`src/rtl/texel_filter_pipe.sv`:
```
`timescale 1ns/1ps
// texel_filter_pipe: three-stage texture filter (nearest / bilinear / trilinear).
//   S1: horizontal lerps  S2: vertical lerp  S3: mip lerp + output register.
// Optional feature macro: TEXFILT_TRILINEAR_EN adds the level-B quad, flod and
// a second bilinear datapath. Without it mode=2 behaves as bilinear.
// Handshake: a port transfers when valid && ready are high on a rising clk edge.
// The whole pipe advances together when adv = !out_valid || out_ready; in_ready
// is adv, so a stalled output freezes every stage and nothing is lost or repeated.
module texel_filter_pipe #(
  parameter int CHANNELS   = 4,
  parameter int CH_W       = 8,
  parameter int FRACT_BITS = 8
) (
  input  logic                     clk,
  input  logic                     rst,
  input  logic                     in_valid,
  output logic                     in_ready,
  input  logic [1:0]               mode,
  input  logic [CHANNELS*CH_W-1:0] t00,
  input  logic [CHANNELS*CH_W-1:0] t10,
  input  logic [CHANNELS*CH_W-1:0] t01,
  input  logic [CHANNELS*CH_W-1:0] t11,
`ifdef TEXFILT_TRILINEAR_EN
  input  logic [CHANNELS*CH_W-1:0] u00,
  input  logic [CHANNELS*CH_W-1:0] u10,
  input  logic [CHANNELS*CH_W-1:0] u01,
  input  logic [CHANNELS*CH_W-1:0] u11,
  input  logic [FRACT_BITS-1:0]    flod,
`endif
  input  logic [FRACT_BITS-1:0]    fx,
  input  logic [FRACT_BITS-1:0]    fy,
  output logic                     out_valid,
  input  logic                     out_ready,
  output logic [CHANNELS*CH_W-1:0] out_pixel
);

  localparam int PIX_W = CHANNELS * CH_W;
  localparam int F     = FRACT_BITS;
  localparam int PW    = CH_W + F + 1;

  // Rounded lerp on one channel: (a*(2^F-f) + b*f + 2^(F-1)) >> F.
  function automatic logic [CH_W-1:0] lerp_ch(input logic [CH_W-1:0] a,
                                               input logic [CH_W-1:0] b,
                                               input logic [F-1:0]    f);
    logic [PW-1:0] wa;
    logic [PW-1:0] p;
    wa = (PW'(1) << F) - PW'(f);
    p  = PW'(a) * wa + PW'(b) * PW'(f) + (PW'(1) << (F - 1));
    return p[F +: CH_W];
  endfunction

  // Channel-wise lerp over a packed pixel.
  function automatic logic [PIX_W-1:0] lerp_px(input logic [PIX_W-1:0] a,
                                               input logic [PIX_W-1:0] b,
                                               input logic [F-1:0]     f);
    logic [PIX_W-1:0] r;
    r = '0;
    for (int c = 0; c < CHANNELS; c++) begin
      r[c*CH_W +: CH_W] = lerp_ch(a[c*CH_W +: CH_W], b[c*CH_W +: CH_W], f);
    end
    return r;
  endfunction

  logic adv;

  // Mode is folded into the weights at capture: nearest zeroes every weight
  // (a lerp with f=0 returns a exactly, so t00 passes through untouched) and
  // any mode other than trilinear zeroes the mip weight.
  logic [F-1:0] fx_w, fy_w;

  logic             s1_valid_q, s1_valid_d;
  logic [PIX_W-1:0] s1_ha0_q, s1_ha0_d, s1_ha1_q, s1_ha1_d;
  logic [F-1:0]     s1_fy_q, s1_fy_d;
  logic             s2_valid_q, s2_valid_d;
  logic [PIX_W-1:0] s2_va_q, s2_va_d;
  logic             out_valid_q, out_valid_d;
  logic [PIX_W-1:0] out_pixel_q, out_pixel_d;
`ifdef TEXFILT_TRILINEAR_EN
  logic [F-1:0]     flod_w;
  logic [PIX_W-1:0] s1_hb0_q, s1_hb0_d, s1_hb1_q, s1_hb1_d;
  logic [F-1:0]     s1_flod_q, s1_flod_d, s2_flod_q, s2_flod_d;
  logic [PIX_W-1:0] s2_vb_q, s2_vb_d;
`endif

  assign adv       = !out_valid_q || out_ready;
  assign in_ready  = adv;
  assign out_valid = out_valid_q;
  assign out_pixel = out_pixel_q;

  // Next-state for all three stages; loads only take effect when adv is high.
  always_comb begin
    fx_w        = (mode == 2'd0) ? '0 : fx;
    fy_w        = (mode == 2'd0) ? '0 : fy;
    s1_valid_d  = in_valid;
    s1_ha0_d    = lerp_px(t00, t10, fx_w);
    s1_ha1_d    = lerp_px(t01, t11, fx_w);
    s1_fy_d     = fy_w;
    s2_valid_d  = s1_valid_q;
    s2_va_d     = lerp_px(s1_ha0_q, s1_ha1_q, s1_fy_q);
    out_valid_d = s2_valid_q;
`ifdef TEXFILT_TRILINEAR_EN
    flod_w      = (mode == 2'd2) ? flod : '0;
    s1_hb0_d    = lerp_px(u00, u10, fx_w);
    s1_hb1_d    = lerp_px(u01, u11, fx_w);
    s1_flod_d   = flod_w;
    s2_vb_d     = lerp_px(s1_hb0_q, s1_hb1_q, s1_fy_q);
    s2_flod_d   = s1_flod_q;
    out_pixel_d = s2_valid_q ? lerp_px(s2_va_q, s2_vb_q, s2_flod_q) : out_pixel_q;
`else
    out_pixel_d = s2_valid_q ? s2_va_q : out_pixel_q;
`endif
  end

  // Pipeline registers: cleared valids on reset, whole pipe frozen while !adv.
  always_ff @(posedge clk) begin
    if (rst) begin
      s1_valid_q  <= 1'b0;
      s2_valid_q  <= 1'b0;
      out_valid_q <= 1'b0;
      out_pixel_q <= '0;
    end else if (adv) begin
      s1_valid_q  <= s1_valid_d;
      s2_valid_q  <= s2_valid_d;
      out_valid_q <= out_valid_d;
      out_pixel_q <= out_pixel_d;
    end
  end

  // Datapath registers carry no reset; their stage valid qualifies them.
  always_ff @(posedge clk) begin
    if (adv) begin
      s1_ha0_q  <= s1_ha0_d;
      s1_ha1_q  <= s1_ha1_d;
      s1_fy_q   <= s1_fy_d;
      s2_va_q   <= s2_va_d;
`ifdef TEXFILT_TRILINEAR_EN
      s1_hb0_q  <= s1_hb0_d;
      s1_hb1_q  <= s1_hb1_d;
      s1_flod_q <= s1_flod_d;
      s2_vb_q   <= s2_vb_d;
      s2_flod_q <= s2_flod_d;
`endif
    end
  end

endmodule

```
`config.mk`:
```
export PLATFORM = sky130hd
export DESIGN_NAME = texel_filter_pipe
export DESIGN_NICKNAME = d
export VERILOG_FILES = /design/src/rtl/texel_filter_pipe.sv
export SDC_FILE = /design/constraint.sdc
export NUM_CORES = 2
export LEC_CHECK = 0
export CAP_MARGIN = 10
export CORE_MARGIN = 2
export CORE_UTILIZATION = 50
export CTS_CLUSTER_DIAMETER = 60
export DETAILED_ROUTE_END_ITERATION = 16
export PLACE_DENSITY = 0.75
export RECOVER_POWER = 25
export SLEW_MARGIN = 25
export SYNTH_ARGS = -nofsm -noshare
export SYNTH_HDL_FRONTEND = slang
export SYNTH_SLANG_ARGS = --single-unit
```
`constraint.sdc`:
```
create_clock -name clk -period 8.05 [get_ports clk]
set_clock_uncertainty 0.15 [all_clocks]
set_input_delay 0.805 -clock clk [delete_from_list [all_inputs] [get_ports clk]]
set_output_delay 0.805 -clock clk [all_outputs]
set_load 0.02 [all_outputs]
```
==> metrics <==
maximum clock insertion buffer count 2; Yosys top cell area share between 40% and 50%; Detail Route met2 WL between 60000 and 70000 um; clk sinks between 100 and 150; Synth async-reset ratio 0%; critical path class input pin to flop; DR pass1 iterations 5; P&R area growth vs syn 8.21%; final WL around 150000 um; DIE AREA 0.119 mm2; final design utilization a little over half; Syn Inst Count around 6400; CTS Buf Count 17; Worst Path Arrival between 7 and 8 ns; Final Wtd Congestion a little over 0.9; final setup violating endpoints 0; layout cell share with drive strength beyond 1 about 3.3%; Min-Delay Path Class flop to flop; largest area contributor in the netlist fa_1; crit path max fanout 10; reg2reg path depth 21; GR Util All Layers between 20 and 30%; first-pass GRT wire length ~240000 um; Seq/Total Area, Yosys 6.57%; Port Buffers 183; Hold Path Stages 2; die height 345 um; Clock Latency Late Sink ~0.5 ns; synth top area cells fa_1 (41%), ha_1 (17%), inv_1 (11%); failing checks max-capacitance violations, max-slew violations; wl on met1 roughly 62000 um; root buffer cell clkbuf_16; Avg Vias per Cell 5.28; most frequent cells in the layout inv_1 (1726), fa_1 (1200), ha_1 (791), and2_1 (737), nand2_1 (706); Initial DRC Count between 2000 and 3000; fillcell total around 10000; NumNets Final ~8700; final period utilization 95.7%; initial core utilization between 50% and 60%; #FFs+latches synth around 140; post-DP HPWL approximately 120000 um; RSZ-0062 raised after global routing no; commonest non-fill, non-tap cell in the layout inv_1; syn_area_per_cell about 9.1 um2; TritonCTS clock tree done; top sig layer met5; pin count of the biggest net entering global routing slightly below 90; row cnt 125; Post-synth top flop edfxtp_1; final worst path period need about 7.7 ns; Clk pin slew, worst setup/hold paths approximately 0.070 ns; DRT antenna net count 0; via count roughly 43000; postcts setup bufs 0; pre-CTS setup slack -0.142 ns; H-tree depth 4; total congestion overflow 0; worst slew pin tran ~2.3 ns; yosys synthesis warning count 0; vias in the first global route ~46000; Post-Place Cells between 8000 and 9000; initial antenna violation count 10; wire length per cell 18.4 um; status complete, but fails checks; I/O pins between 150 and 200; Maximum Capacitance Violations 2; non-filler cells, final 8061; Setup TNS 0 ns; Die Span X between 300 and 400 um; CP endpoint kind flop; max-slew violation count 81; number of distinct library cells after synthesis 60; Residual DRC 0; Setup WS post-layout between 0.3 and 0.4 ns; Final Hold Fails 0; Post-synth EDFFs 104; met3 wire len between 10000 and 15000 um; Peak Freq about 0.13 GHz; Core Box Area 0.116 mm2; CP required 8.14 ns; synthesized net count around 8600; post-synthesis cell area between 0.05 and 0.06 mm2; Slew HR -56.6%; Worst setup SP type input pin
## logic make-up after synthesis
group	after synthesis	share of synthesized area, %
fa+ha+maj	1992	58.3
buf+inv	1978	12.8
simple gates	1904	17.2
compound gates	227	2.44
xor+xnor	175	2.63
flops	139	6.57
mux	3	0.0516
## metrics by stage
stage               cell area [um2]  hold WS (ns)
global placement              62400         0.294
finish                        63000         0.302
floorplan                     58200         0.304
detailed placement            62400         0.297
CTS                           63000         0.308
global route                  63000         0.318
## sequential cells by signal (all words and copies together), names as in the netlist
| register | flops |
|---|---|
| out_valid | 1 |
| s2_va_q | 32 |
| s1_valid_q | 1 |
| s1_fy_q | 8 |
| s1_ha1_q | 32 |
| s1_ha0_q | 32 |
| out_pixel | 32 |
| out_valid_d | 1 |
## final cells by class
| class | count | area [um2] | area share, % |
|---|---|---|---|
| Antenna cell | 5 | 12.5 | 0.0199 |
| Clock buffer | 19 | 464 | 0.737 |
| Clock inverter | 13 | 118 | 0.187 |
| Inverter | 1726 | 6480 | 10.3 |
| Multi-Input combinational cell | 4301 | 47100 | 74.8 |
| Sequential cell | 139 | 3820 | 6.07 |
| Tap cell | 1524 | 1910 | 3.03 |
| Timing Repair Buffer | 334 | 3080 | 4.90 |
## cells in the mapped netlist (15+ instances only)
master / number
a21o_1: 15
a21oi_1: 83
and2_1: 746
and3_1: 277
buf_1: 42
clkbuf_1: 207
dfxtp_1: 35
edfxtp_1: 104
fa_1: 1200
ha_1: 792
inv_1: 1726
nand2_1: 706
nand4_1: 17
nor2_1: 58
nor2b_1: 15
nor3_1: 30
o21a_1: 23
o21ai_0: 34
xnor2_1: 140
xor2_1: 35
## final timing paths
kind | from | slack [ns] | end
worst max-delay path | mode[1] | 0.35 | s1_ha0_q[23]
worst min-delay path | out_pixel[27] | 0.30 | out_pixel[27]
worst max register to register | s1_fy_q[5] | 0.81 | s2_va_q[13]
worst min register to register | out_pixel[27] | 0.30 | out_pixel[27]
## metal layers
layer | vias to the layer above | global-route usage [%]
met2 | 1574 | 42.8
met5 | - | 0
met3 | 285 | 4.34
met1 | 21500 | 34.2
li1 | 19200 | -
met4 | 6 | 9.16
## timing repair
action	4_1_cts	5_1_grt
endpoints found under the hold margin	0	0
gates resized for setup	0	2
setup endpoints to repair	0	2
hold buffers	0	0
## worst max-delay path, cell delays in order
cell and delay [ns]:
clkdlybuf4s50_1 0.44, or2_4 0.33, and2_2 0.23, nor4_4 0.27, nor2b_1 0.24, xnor2_2 0.20
buf_4 0.25, and2_1 0.20, fa_1 0.53, inv_1 0.06, fa_1 0.45, fa_1 0.54
inv_1 0.05, fa_1 0.49, fa_1 0.49, inv_1 0.05, fa_1 0.47, inv_1 0.04
ha_1 0.29, a21o_1 0.19, a21oi_1 0.18, nor3b_1 0.30, a21oi_1 0.21, a311oi_1 0.38
xnor2_1 0.10
Power is not shown: default switching activity piles up to over one toggle a cycle in this logic, so the estimate is an artifact.
